<file path="config.mk">
export PLATFORM = sky130hd
export DESIGN_NAME = pwm_multi_flat
export DESIGN_NICKNAME = d
export VERILOG_FILES = /design/src/rtl/toi2s_pkg.sv /design/src/rtl/pwm_multi_if.sv /design/src/rtl/pwm_multi_chan.sv /design/src/rtl/pwm_multi.sv /design/src/flat_wrapper.sv
export SDC_FILE = /design/constraint.sdc
export NUM_CORES = 1
export LEC_CHECK = 0
export CELL_PAD_IN_SITES_DETAIL_PLACEMENT = 0
export CELL_PAD_IN_SITES_GLOBAL_PLACEMENT = 1
export CORE_MARGIN = 10
export CORE_UTILIZATION = 44
export CTS_BUF_LIST = sky130_fd_sc_hd__clkbuf_8
export DETAILED_ROUTE_END_ITERATION = 8
export PLACE_DENSITY = 0.92
export SKIP_CTS_REPAIR_TIMING = 1
export SYNTH_ARGS = -nofsm -noshare
export SYNTH_HDL_FRONTEND = slang
export SYNTH_SLANG_ARGS = --single-unit
</file>
<file path="constraint.sdc">
create_clock -name clock_in -period 2.8 [get_ports clock_in]
set_input_delay 0.56 -clock clock_in [delete_from_list [all_inputs] [get_ports clock_in]]
set_output_delay 0.56 -clock clock_in [all_outputs]
set_load 0.02 [all_outputs]
</file>
<file path="src/rtl/toi2s_pkg.sv">
// Shared types and defaults for the multi-channel PWM block and its register-bank fields.
package toi2s_pkg;

    typedef enum logic {
        PWM_EDGE   = 1'b0,
        PWM_CENTER = 1'b1
    } pwm_mode_t;

    // Counter direction; in edge mode the counter always stays in CNT_UP.
    typedef enum logic {
        CNT_DOWN = 1'b0,
        CNT_UP   = 1'b1
    } cnt_dir_t;

    localparam int PWM_WIDTH      = 8;
    localparam int PWM_CHANNELS   = 4;
    localparam int PWM_PRESCALE_W = 8;

    typedef struct packed {
        logic [PWM_PRESCALE_W-1:0]                 prescale;
        logic                                      center_mode;
        logic                                      duty_load;
        logic [PWM_CHANNELS-1:0][PWM_WIDTH-1:0]    duty;
    } pwm_cfg_t;

endpackage

</file>
<file path="src/rtl/pwm_multi_if.sv">
// Config/output bundle between the register bank (master) and pwm_multi (slave).
interface pwm_multi_if import toi2s_pkg::*; #(
    parameter int WIDTH      = PWM_WIDTH,
    parameter int CHANNELS   = PWM_CHANNELS,
    parameter int PRESCALE_W = PWM_PRESCALE_W
);
    // No backpressure: duty_cycle is qualified by the one-cycle duty_load strobe and is
    // always accepted; the slave presents pwm_out/period_start as valid on every clock.
    logic                         enable;
    logic [PRESCALE_W-1:0]        prescale;
    logic                         center_mode;
    logic [CHANNELS*WIDTH-1:0]    duty_cycle;
    logic                         duty_load;
    logic [CHANNELS-1:0]          pwm_out;
    logic                         period_start;
    logic [WIDTH-1:0]             cnt_dbg;
    logic                         dir_up_dbg;

    modport master (
        output enable, prescale, center_mode, duty_cycle, duty_load,
        input  pwm_out, period_start, cnt_dbg, dir_up_dbg
    );

    modport slave (
        input  enable, prescale, center_mode, duty_cycle, duty_load,
        output pwm_out, period_start, cnt_dbg, dir_up_dbg
    );
endinterface

</file>
<file path="src/rtl/pwm_multi_chan.sv">
// One PWM channel: pending/active duty registers and the registered compare output.
module pwm_chan import toi2s_pkg::*; #(
    parameter int WIDTH = PWM_WIDTH
) (
    input  logic             clock_in,
    input  logic             reset,
    input  logic             i_enable,
    input  logic             i_duty_load,
    input  logic             i_load_active,
    input  logic [WIDTH-1:0] i_duty,
    input  logic [WIDTH-1:0] i_cnt,
    output logic             o_pwm
);
    logic [WIDTH-1:0] r_pending;
    logic [WIDTH-1:0] r_active;
    logic             r_pwm;

    always_ff @(posedge clock_in) begin
        if (reset) begin
            r_pending <= '0;
            r_active  <= '0;
            r_pwm     <= 1'b0;
        end else begin
            if (i_duty_load)
                r_pending <= i_duty;
            // A load landing on the swap clock bypasses pending so it is not lost for a period.
            if (i_load_active)
                r_active <= i_duty_load ? i_duty : r_pending;
            r_pwm <= i_enable & (i_cnt < r_active);
        end
    end

    assign o_pwm = r_pwm;
endmodule

</file>
<file path="src/rtl/pwm_multi.sv">
// Multi-channel PWM: shared prescaler, edge/centre counter and period boundary logic.
module pwm_multi import toi2s_pkg::*; #(
    parameter int WIDTH      = PWM_WIDTH,
    parameter int CHANNELS   = PWM_CHANNELS,
    parameter int PRESCALE_W = PWM_PRESCALE_W
) (
    input  logic       clock_in,
    input  logic       reset,
    pwm_multi_if.slave bus
);
    // MAX-1 is all ones with the LSB cleared.
    localparam logic [WIDTH-1:0] CNT_LAST = {{(WIDTH-1){1'b1}}, 1'b0};

    logic [PRESCALE_W-1:0] r_pcnt;
    logic [WIDTH-1:0]      r_cnt;
    cnt_dir_t              r_dir;
    pwm_mode_t             r_mode_act;
    logic                  r_en_d;
    logic                  r_period_start;

    logic                  w_tick;
    logic                  w_boundary;
    logic                  w_load_active;
    logic [PRESCALE_W-1:0] w_pcnt_nxt;
    logic [WIDTH-1:0]      w_cnt_nxt;
    cnt_dir_t              w_dir_nxt;
    logic [CHANNELS-1:0]   w_pwm;

    always_comb begin
        w_tick     = bus.enable && (r_pcnt == bus.prescale);
        w_pcnt_nxt = (r_pcnt >= bus.prescale) ? '0 : r_pcnt + 1'b1;
        w_cnt_nxt  = r_cnt;
        w_dir_nxt  = r_dir;
        w_boundary = 1'b0;
        if (w_tick) begin
            if (r_mode_act == PWM_EDGE) begin
                if (r_cnt == CNT_LAST) begin
                    w_cnt_nxt  = '0;
                    w_dir_nxt  = CNT_UP;
                    w_boundary = 1'b1;
                end else begin
                    w_cnt_nxt = r_cnt + 1'b1;
                end
            end else if (r_dir == CNT_UP) begin
                // Turning at an end value holds cnt for a second tick.
                if (r_cnt == CNT_LAST)
                    w_dir_nxt = CNT_DOWN;
                else
                    w_cnt_nxt = r_cnt + 1'b1;
            end else begin
                if (r_cnt == '0) begin
                    w_dir_nxt  = CNT_UP;
                    w_boundary = 1'b1;
                end else begin
                    w_cnt_nxt = r_cnt - 1'b1;
                end
            end
        end
        w_load_active = w_boundary | ~bus.enable;
    end

    always_ff @(posedge clock_in) begin
        if (reset) begin
            r_pcnt         <= '0;
            r_cnt          <= '0;
            r_dir          <= CNT_UP;
            r_mode_act     <= PWM_EDGE;
            r_en_d         <= 1'b0;
            r_period_start <= 1'b0;
        end else if (!bus.enable) begin
            r_pcnt         <= '0;
            r_cnt          <= '0;
            r_dir          <= CNT_UP;
            r_mode_act     <= pwm_mode_t'(bus.center_mode);
            r_en_d         <= 1'b0;
            r_period_start <= 1'b0;
        end else begin
            r_pcnt         <= w_pcnt_nxt;
            r_cnt          <= w_cnt_nxt;
            r_dir          <= w_dir_nxt;
            if (w_boundary)
                r_mode_act <= pwm_mode_t'(bus.center_mode);
            r_en_d         <= 1'b1;
            r_period_start <= ~r_en_d | w_boundary;
        end
    end

    for (genvar g = 0; g < CHANNELS; g++) begin : g_chan
        pwm_chan #(.WIDTH(WIDTH)) u_chan (
            .clock_in      (clock_in),
            .reset         (reset),
            .i_enable      (bus.enable),
            .i_duty_load   (bus.duty_load),
            .i_load_active (w_load_active),
            .i_duty        (bus.duty_cycle[g*WIDTH +: WIDTH]),
            .i_cnt         (r_cnt),
            .o_pwm         (w_pwm[g])
        );
    end

    assign bus.pwm_out      = w_pwm;
    assign bus.period_start = r_period_start;
    assign bus.cnt_dbg      = r_cnt;
    assign bus.dir_up_dbg   = (r_dir == CNT_UP);
endmodule
</file>
<file path="src/flat_wrapper.sv">
// flat-port wrapper written by rule: the top's interface ports become plain ports
module pwm_multi_flat import toi2s_pkg::*;
#(
    parameter int WIDTH      = PWM_WIDTH,
    parameter int CHANNELS   = PWM_CHANNELS,
    parameter int PRESCALE_W = PWM_PRESCALE_W
)
  (clock_in, reset, bus_enable, bus_prescale, bus_center_mode, bus_duty_cycle, bus_duty_load, bus_pwm_out, bus_period_start, bus_cnt_dbg, bus_dir_up_dbg);
  pwm_multi_if #(.WIDTH(WIDTH), .CHANNELS(CHANNELS), .PRESCALE_W(PRESCALE_W)) bus_i ();
  input  logic clock_in;
  input  logic reset;
  input wire logic [$bits(bus_i.enable)-1:0] bus_enable;
  input wire logic [$bits(bus_i.prescale)-1:0] bus_prescale;
  input wire logic [$bits(bus_i.center_mode)-1:0] bus_center_mode;
  input wire logic [$bits(bus_i.duty_cycle)-1:0] bus_duty_cycle;
  input wire logic [$bits(bus_i.duty_load)-1:0] bus_duty_load;
  output wire logic [$bits(bus_i.pwm_out)-1:0] bus_pwm_out;
  output wire logic [$bits(bus_i.period_start)-1:0] bus_period_start;
  output wire logic [$bits(bus_i.cnt_dbg)-1:0] bus_cnt_dbg;
  output wire logic [$bits(bus_i.dir_up_dbg)-1:0] bus_dir_up_dbg;
  assign bus_i.enable = bus_enable;
  assign bus_i.prescale = bus_prescale;
  assign bus_i.center_mode = bus_center_mode;
  assign bus_i.duty_cycle = bus_duty_cycle;
  assign bus_i.duty_load = bus_duty_load;
  assign bus_pwm_out = bus_i.pwm_out;
  assign bus_period_start = bus_i.period_start;
  assign bus_cnt_dbg = bus_i.cnt_dbg;
  assign bus_dir_up_dbg = bus_i.dir_up_dbg;
  pwm_multi #(.WIDTH(WIDTH), .CHANNELS(CHANNELS), .PRESCALE_W(PRESCALE_W)) u_core (.clock_in(clock_in), .reset(reset), .bus(bus_i));
endmodule
</file>
# Word level (Yosys, flattened, before mapping)
# Cells that the tools add are included.
# classes
reduce_logical	7
bitwise_logic	8
eq_ne	5
shift	0
order_cmp	5
add_sub_neg	3
n_div	0
mux	21
mul	0
# ops
op	count
2-to-1 mux 8 bit	9
< comparator 8 bit	4
adder 8 x 1 -> 8 bit, second input constant	2
2-to-1 mux 1 bit	12
== test 8 bit	1
== test 8 bit, second input constant	1
greater-or-equal comparator 8 bit	1
logical NOT 8 bit	1
subtractor 8 x 1 -> 8 bit, second input constant	1
AND 1 bit	4
!= test 3 x 2 -> 1 bit, second input constant	1
!= test 3 bit, second input constant	1
AND reduction 3 bit	1
OR reduction 3 bit	1
!= test 2 x 1 -> 1 bit, second input constant	1
inverter 1 bit	2
bitwise OR 1 bit	2
AND reduction 2 bit	1
nonzero test 2 bit	1
OR reduction 2 bit	1
logical AND 1 bit	1
# totals
memories	0
latch_bits	0
ram_bits	0
regBits	88
mem_bits_ro	0

# Depth between registers and ports, before layout
# Gate-level depths: netlist (run 1).
# depth
ltp_word	7
ltp_mapped	9

# Modules after synthesis
# A second synthesis (run 1) with hierarchy kept.
# unflattened
hier_cells	484
hier_area_um2	4336.7
# modules_own_cells
mod	n_inst	seq_area_each_um2	cells_per_inst	area_per_inst_um2
pwm_chan	4	340.3	77	747.0
pwm_multi	1	400.4	176	1348.8

# Worst setup path after synthesis (run 1)
# No wires, ideal clock.
# synth_timing
path_type	in2reg
from	input bus_prescale[5]
to	register u_core.g_chan[0].u_chan.r_active[7]
required_ns	2.683
setup_time_ns	0.117
path_stages	9
setup_slack_ns	0.526
n_path_buf	2
arrival_time_ns	2.158
cell_sequence	inv_1 > ha_1 > nand4_2 > or3_1 > buf_6 > nor3b_2 > nor2_2 > buf_6 > a22o_1
# synth_via
elab_chain_cells	4
# synth_lines
item	line	text
start, declared	flat_wrapper.sv:13	input wire logic [$bits(bus_i.prescale)-1:0] bus_prescale;
== test 8 bit	pwm_multi.sv:30	w_tick = bus.enable && (r_pcnt == bus.prescale);
logical AND 1 bit	pwm_multi.sv:30	
2-to-1 mux 1 bit	pwm_multi.sv:35	if (w_tick) begin
bitwise OR 1 bit	pwm_multi.sv:59	w_load_active = w_boundary | ~bus.enable;
end signal, assigned	pwm_multi_chan.sv:28	r_active <= i_duty_load ? i_duty : r_pending;
end, declared	pwm_multi_chan.sv:15	logic [WIDTH-1:0] r_active;
# Every way passes these cells.
# A chain may end at the register's enable or synchronous reset.

# Worst setup path after layout (run 1)
# layout_timing
from	register u_core.r_cnt[0] (netlist: u_core.bus.cnt_dbg[0])
to	register u_core.r_cnt[0] (netlist: u_core.bus.cnt_dbg[0])
# layout_via
elab_chain_cells	4
word_cells_on_any_way	12
# layout_lines
item	line	text
start, declared	pwm_multi.sv:15	logic [WIDTH-1:0] r_cnt;
start signal, assigned	pwm_multi.sv:79	r_cnt <= w_cnt_nxt;
subtractor 8 x 1 -> 8 bit / adder 8 x 1 -> 8 bit (equally long branches)	pwm_multi.sv:55, pwm_multi.sv:42, pwm_multi.sv:49	
2-to-1 mux 8 bit, on equally long branches	pwm_multi.sv:51, pwm_multi.sv:46	
2-to-1 mux 8 bit	pwm_multi.sv:44	end else if (r_dir == CNT_UP) begin
2-to-1 mux 8 bit	pwm_multi.sv:36	if (r_mode_act == PWM_EDGE) begin
# Several ways; a longest one is shown, not always the timed one. The select of a mux whose other input is x is not followed.

==> run summary, run 1 <==
Core area: 9730 um2. The final sum of negative setup slack was 0 ps; the final clock period utilization by the worst path was 0.876. Fraction of registers with async set or reset after synthesis: 0. For the total half-perimeter wirelength after legalization and detailed placement, the log shows 7.40 mm. After clock tree synthesis, the clock-pin slew on the worst setup and hold paths is 80 ps. The die covers 14400 um2. After technology mapping, the gate count stands at 456. Initial antenna violation count: 0. Maximum fanout encountered on the critical timing path: 10. The worst hold path begins at u_core.r_en_d. Compared with the post-synthesis result, the final layout area differs by 21.5%. The initial DRC count is 189, and the global-route usage over all layers is 0.143. The floorplan step set the die width to 120 um.

The synthesized design spends more area on one cell type than any other, namely sky130_fd_sc_hd__dfxtp_1. At the worst endpoint, the required time is 3090 ps. In the post-synthesis netlist, the biggest area contributors are sky130_fd_sc_hd__dfxtp_1, sky130_fd_sc_hd__ha_1, sky130_fd_sc_hd__mux2i_1. The logs give 10.2 mm for the final routed wirelength across all metal layers and 0 for the max capacitance violation total. The count of final max-slew check failures was 0; the post-synthesis cell area was 4380 um2. The average vias per placed instance is 5.35, and the worst-case headroom to the max-slew limit is 0.592. Post-synthesis average cell area: 9.61 um2. The prevailing post-synth register cell was sky130_fd_sc_hd__dfxtp_1. The share of the synthesized area in the top cell type came out at 0.402. Synthesis inferred 88 register bits. In this run the static leakage power is 2.27 nW.

Summing all non-filler instances in the final layout gives an area of 5330 um2. At the worst endpoint, the arrival time is 2740 ps. The tools report the sequential fraction of the synthesis area as 0.402. The number of I/O pins was 59; the remaining antenna violation count was 0.

The count of cell types in the netlist was 50. Tracing the worst setup path back leads to its startpoint at u_core.bus.cnt_dbg[0]. The tools report the library cell used as clock root buffer as sky130_fd_sc_hd__clkbuf_8. The tools report the effective utilization at floorplan as 0.451. The worst register-to-register path begins at u_core.bus.cnt_dbg[0]. The number of optimization iterations in the first detailed-route pass was 4. The worst setup path is launched from a flip-flop.

0 antenna diodes ended up in the layout. The flow ran to the end, and the final reports show no timing, DRC or antenna violations. The wire length per cell after detailed routing is 15.7 um.

The hold violation count in the final report is 0, and the number of enable flip-flop cells after synthesis is 0. For the routability-driven placement congestion ratio, the log shows 0.874. The logs give 360 ps for the clock insertion delay at the later pin of the skew report and 882 for the filler cell count in the final layout.

The global-route wire length before repair was 17.2 mm. In this run, CTS created clock tree buffers numbering 9. Setup violations remaining at the end of the flow were counted as 0. The layout net count was 597. The overall overflow remaining after global route was 0. The share of cells above drive strength 1 came out at 0.0736. The run gives 408 MHz as the maximum operating frequency. From bottom edge to top edge, the die measures 120 um. Once placement finished, the instance area stood at 5090 um2. Slew at the pin with the worst max-slew slack: 608 ps. The H-tree depth was 3. The logs give 0.299 mV for the largest voltage drop on the vdd net and 2 for the worst-case clock buffer depth. The number of global-route vias before repair was 3630. Setup repair after global routing left no endpoint under its margin.

When the netlist entered floorplanning its net count stood at 542. On the final layout, the worst clock skew is 10.6 ps. Placement row count: 36. The tools report the remaining design rule violation count as 0.

TritonCTS built the clock tree. For the finished layout, the period the worst path requires is 2450 ps. For the warning count from the yosys run, the log shows 0. The path type of the worst min-delay path is reg -> reg.

In this run the tool buffered the top-level ports with 58 buffer cells. STA classifies the critical path endpoint as a flip-flop. Entering global routing, the biggest net connects 34 pins. The type of the worst setup path is reg -> reg. The tightest hold path in the finished design has a slack of 427 ps. The power density over cell area is 498 nW/um2. The total number of clock tree sinks is 88. For the number of vias after detailed routing, the log shows 3471.
-- cell type report --
cell class	count	area, um2	area share
clock buffers	10	138	0.0258
clock inverters	6	97.6	0.0183
inverters	42	158	0.0296
multi-input cells	298	2290	0.430
flip-flops and latches	88	1760	0.331
well taps	133	166	0.0312
repair buffers	72	718	0.135
-- power breakdown --
group,switching (W),internal [W],total [W]
Sequential,0.0000278,0.00131,0.00134
Clock,0.000475,0.000541,0.00102
Combinational,0.000135,0.000162,0.000297
Total,0.000638,0.00202,0.00265
-- Yosys cell counts, types with 7 or more instances --
cell                         n
sky130_fd_sc_hd__dfxtp_1    88
sky130_fd_sc_hd__nor2_1     49
sky130_fd_sc_hd__inv_1      42
sky130_fd_sc_hd__ha_1       41
sky130_fd_sc_hd__mux2i_1    34
sky130_fd_sc_hd__a22o_1     32
sky130_fd_sc_hd__a21oi_1    15
sky130_fd_sc_hd__a211oi_1   11
sky130_fd_sc_hd__a21o_1     11
sky130_fd_sc_hd__buf_2      11
sky130_fd_sc_hd__o21ai_0    10
sky130_fd_sc_hd__nand2_1     9
sky130_fd_sc_hd__clkbuf_1    7
sky130_fd_sc_hd__nand2b_1    7
sky130_fd_sc_hd__nand4_1     7
sky130_fd_sc_hd__o2111ai_1   7
-- critical path, stage by stage (launching register included) --
cell,delay (ps)
sky130_fd_sc_hd__dfxtp_1,620
sky130_fd_sc_hd__inv_1,180
sky130_fd_sc_hd__ha_1,240
sky130_fd_sc_hd__nor4b_1,150
sky130_fd_sc_hd__and2_1,220
sky130_fd_sc_hd__o21ai_1,510
sky130_fd_sc_hd__o2111ai_1,270
sky130_fd_sc_hd__a21oi_1,200
-- final timing paths --
path                             endpoint  slack [ps]  cells after the start
hold / removal    u_core.bus.period_start         430                      1
hold reg to reg   u_core.bus.period_start         430                      1
setup reg to reg    u_core.bus.cnt_dbg[0]         350                      7
setup / recovery    u_core.bus.cnt_dbg[0]         350                      7
-- metrics by stage --
step	power, W	cells	worst slack, ps	utilization
after global placement	0.00166	633	149	0.524
after detailed placement	0.00167	633	90.2	0.524
final	0.00265	649	347	0.548
after CTS	0.00268	649	418	0.548
after floorplan	0.00155	456	526	-
after global routing	0.00276	649	241	0.548
-- cell families after synthesis --
family | share of synthesized area
fa+ha+maj | 0.117
mux | 0.0776
buf+inv | 0.0759
simple gates | 0.126
compound gates | 0.186
xor+xnor | 0.0160
flops | 0.402
-- registers in the layout, indices dropped and copies added, names as in the netlist --
register / flops
u_core.g_chan.u_chan.o_pwm: 4
u_core.bus.cnt_dbg: 8
u_core.g_chan.u_chan.r_pending: 32
u_core.bus.period_start: 1
u_core.g_chan.u_chan.r_active: 32
u_core.r_mode_act: 1
u_core.r_pcnt: 8
u_core.r_en_d: 1
u_core.bus.dir_up_dbg: 1
-- cells in the final DEF (no fill, tap or decap), types with 3 or more instances in the layout --
master	n
sky130_fd_sc_hd__a21o_1	11
sky130_fd_sc_hd__nand4_1	7
sky130_fd_sc_hd__buf_12	3
sky130_fd_sc_hd__nand3_1	5
sky130_fd_sc_hd__nand2_1	9
sky130_fd_sc_hd__o31ai_1	3
sky130_fd_sc_hd__nor2b_1	4
sky130_fd_sc_hd__o2111ai_1	7
sky130_fd_sc_hd__dfxtp_1	88
sky130_fd_sc_hd__nor3b_1	3
sky130_fd_sc_hd__nor3_1	5
sky130_fd_sc_hd__a21oi_1	15
sky130_fd_sc_hd__ha_1	41
sky130_fd_sc_hd__and3_1	3
sky130_fd_sc_hd__a211oi_1	11
sky130_fd_sc_hd__nor2_1	49
sky130_fd_sc_hd__clkbuf_8	10
sky130_fd_sc_hd__xnor2_1	6
sky130_fd_sc_hd__clkdlybuf4s50_1	57
sky130_fd_sc_hd__a22o_1	32
sky130_fd_sc_hd__mux2i_1	34
sky130_fd_sc_hd__inv_1	42
sky130_fd_sc_hd__nand2b_1	7
sky130_fd_sc_hd__o21ai_0	10
sky130_fd_sc_hd__and2_1	3
sky130_fd_sc_hd__buf_4	11
-- layer usage --
| layer | GRT usage | vias to the layer above | wire length (um) |
|---|---|---|---|
| met1 | 0.167 | 1637 | 4540 |
| li1 | - | 1733 | - |
| met5 | 0 | - | 0 |
| met4 | 0.0573 | 0 | 189 |
| met2 | 0.247 | 84 | 4990 |
| met3 | 0.0314 | 17 | 502 |
No activity file was read; power rests on OpenSTA's default activity.
==> inputs of run 2 (changes only) <==
Settings changed: PLACE_DENSITY 0.92 to not set, PLACE_DENSITY_LB_ADDON set to 0.08.
==> run 2 against run 1 <==
Net effect:
- critical path depth up 2
- design area down 0.87%
- global-route usage up 0.80 points
- total power down 6.9%
- utilization down 0.48 points
- sequential share of layout area up 0.29 points
- die area unchanged
- hold slack worse by 15 ps
- via count down 1.8%
- count of clock-buffer cells in the layout down 1
- critical path type is now in -> reg
==> run summary, run 2 (synthesized netlist as in run 1, its figures left out) <==
The final cell count without fillers was 652 (+0.46%). The number of I/O pins was 59 (unchanged); the horizontal die dimension was 120 um (unchanged). The H-tree depth came out at 3 (unchanged). The library cell used most frequently in the layout, excluding fill and tap cells, is sky130_fd_sc_hd__dfxtp_1. The logs give 0.881 (+0.79%) for the routability-driven placement congestion ratio and 0.255 mV (-15%) for the largest voltage drop on the vdd net. The run gives 0 ps (unchanged) as the final sum of negative setup slack. The power density over cell area was 468 nW/um2 (-6.1%).

The critical path in this run is classified as in -> reg. Wire length per cell after detailed routing: 15.9 um (+0.76%). The count of final max-slew check failures came out at 0 (unchanged). The total number of clock tree sinks is 88 (unchanged). The path class of the tightest hold or removal check is reg -> reg. The worst reg2reg path startpoint is u_core.bus.cnt_dbg[1]. The final period demand of the worst path came out at 2340 ps (-112 ps).

The run gives 0 (unchanged) as the initial antenna violation count. The run gives 4 (unchanged) as the number of optimization iterations in the first detailed-route pass. The buffers plus inverters on the worst setup path works out to 3 (+2).

The run gives 2.25 nW (-0.72%) as the leakage power. Setup repair after global routing left no endpoint under its margin. The number of setup violations in the final report is 0 (unchanged), and the overall overflow remaining after global route is 0 (unchanged). For the placement row count, the log shows 36 (unchanged).

The largest registers in the layout are u_core.g_chan.u_chan.r_active x32, u_core.g_chan.u_chan.r_pending x32. The maximum fanout encountered on the critical timing path is 32 (+22), and the global-route usage over all layers is 0.151 (+0.00795). The worst-case clock buffer depth came out at 2 (unchanged). For the overall die area, the log shows 14400 um2 (unchanged). The number of clock buffers inserted by TritonCTS was 9 (unchanged); the effective utilization at floorplan was 0.451 (unchanged). The tools report the filler cell count in the final layout as 919 (+4.2%).

The final design utilization came out at 0.543 (-0.00476). The highest-delay cell along the critical path is sky130_fd_sc_hd__clkdlybuf4s50_1. The vertical die dimension works out to 120 um (unchanged). Relative to the synthesized area, the layout overhead comes to 20.5%. The critical path's largest stage delay is 470 ps (-150 ps), and the number of global-route vias before repair is 3586 (-1.2%). The top cell types in the final layout, fill and taps aside, are sky130_fd_sc_hd__dfxtp_1, sky130_fd_sc_hd__clkdlybuf4s50_1, sky130_fd_sc_hd__nor2_1, sky130_fd_sc_hd__inv_1, sky130_fd_sc_hd__ha_1. For hold timing, the worst endpoint is u_core.bus.period_start. The internal reg-to-reg setup slack is 460 ps (+110 ps). The tools report the worst-case headroom to the max-slew limit as 0.573 (-0.0191). The run finished with clean final reports. The critical path launch point type is a primary input.

The run gives 636 (+0.47%) as the instance count after placement with tap cells included. The final routed wirelength across all metal layers came out at 10.3 mm (+1.2%). The worst hold path begins at u_core.r_en_d. Number of vias after detailed routing: 3407 (-1.8%). The required time reported for the critical path endpoint is 3060 ps (-30 ps), and the worst hold path stage count is 1 (unchanged). The number of antenna cells inserted was 0 (unchanged). In this run the worst setup path begins at bus_prescale[4]. The logs give 0 (unchanged) for the remaining antenna violation count and 17.8 mm (+3.7%) for the global-route wire length before repair.

Pin count of the biggest net entering global routing: 34 (unchanged). The largest clock skew in the final design is 6.43 ps (-4.15 ps). The run gives 2600 ps (-140 ps) as the arrival time of the worst setup path. The category of the worst setup path capture point is a flip-flop. The maximum operating frequency is 427 MHz (+4.8%).

The clock insertion delay at the later pin of the skew report is 360 ps (about the same). Multi-input combinational cell area: 2290 um2 (unchanged). Remaining design rule violation count: 0 (unchanged). The hold violation count in the final report was 0 (unchanged); the core area was 9730 um2 (unchanged). The tree is rooted in a sky130_fd_sc_hd__clkbuf_8. The run gives 0 (unchanged) as the max capacitance violation total.

The kind of cell with the highest combined delay along the critical path is simple AND/OR/NAND/NOR gates. The endpoint of the lowest-slack register-to-register path was u_core.bus.cnt_dbg[3]. For the total half-perimeter wirelength after legalization and detailed placement, the log shows 7.49 mm (+1.2%).

The register area was 1760 um2 (unchanged). TritonCTS built the clock tree. Slew at the pin with the worst max-slew slack: 636 ps (+28.4 ps). The average vias per placed instance came out at 5.23 (-2.3%). The final clock period utilization by the worst path was 0.836 (-0.0401). For the layout net count, the log shows 600 (+0.50%).

The critical path goes through clkdlybuf4s50_1, inv_1, ha_1, nand4_2, or3_1, nor3b_2, nor2_2, buf_12, a22o_1. The logs give 236 (+25%) for the initial DRC count and 0.00247 W (-6.9%) for the total power draw. The clock-pin slew on the worst setup and hold paths came out at 100 ps (+20 ps). The number of cells on the worst reg-to-reg path is 7 (unchanged). The number of input and output port buffers inserted was 58 (unchanged). The share of cells above drive strength 1 works out to 0.0790 (+0.00535).
run 2: cell count changes in the layout (fill, tap and decap cells not counted):
cell	delta
sky130_fd_sc_hd__buf_12	-1
sky130_fd_sc_hd__bufinv_16	-2
sky130_fd_sc_hd__clkinvlp_4	+1
sky130_fd_sc_hd__buf_4	+4
sky130_fd_sc_hd__clkbuf_8	-1
sky130_fd_sc_hd__clkinv_2	+2
run 2: cell type report:
type                    count  area share
clock buffers               9      0.0234
well taps                 133      0.0315
clock inverters             7      0.0104
repair buffers             75       0.138
inverters                  42      0.0298
multi-input cells         298       0.433
flip-flops and latches     88       0.333
run 2: worst max-delay path by stage:
stage                                                     end  slack, ps  cells after the start
after floorplan           u_core.g_chan[0].u_chan.r_active[7]        530                      9
after global placement    u_core.g_chan[1].u_chan.r_active[3]        130                      9
after detailed placement  u_core.g_chan[2].u_chan.r_active[0]         80                      9
after CTS                               u_core.bus.cnt_dbg[3]        430                      7
after global routing                    u_core.bus.cnt_dbg[1]        240                      7
final                     u_core.g_chan[1].u_chan.r_active[2]        460                      9
run 2: power breakdown:
group,total (W),switching [W],internal (W)
combinational,0.000294,0.000132,0.000162
clock,0.000837,0.000503,0.000334
sequential,0.00134,0.0000277,0.00131
run 2: layer usage:
| metal | global-route usage | wire length [um] | vias to the layer above |
|---|---|---|---|
| li1 | - | - | 1736 |
| met1 | 0.204 | 5220 | 1588 |
| met2 | 0.227 | 4420 | 71 |
| met3 | 0.0450 | 551 | 12 |
| met4 | 0.0415 | 153 | 0 |
| met5 | 0 | 0 | - |
run 2: through the flow:
step                      setup slack [ps]  cell area [um2]  hold slack (ps)
after floorplan                        526             4380              385
after global placement                 129             5100              391
after detailed placement              80.1             5100              401
after CTS                              433             5280              412
after global routing                   243             5280              435
final                                  460             5280              412
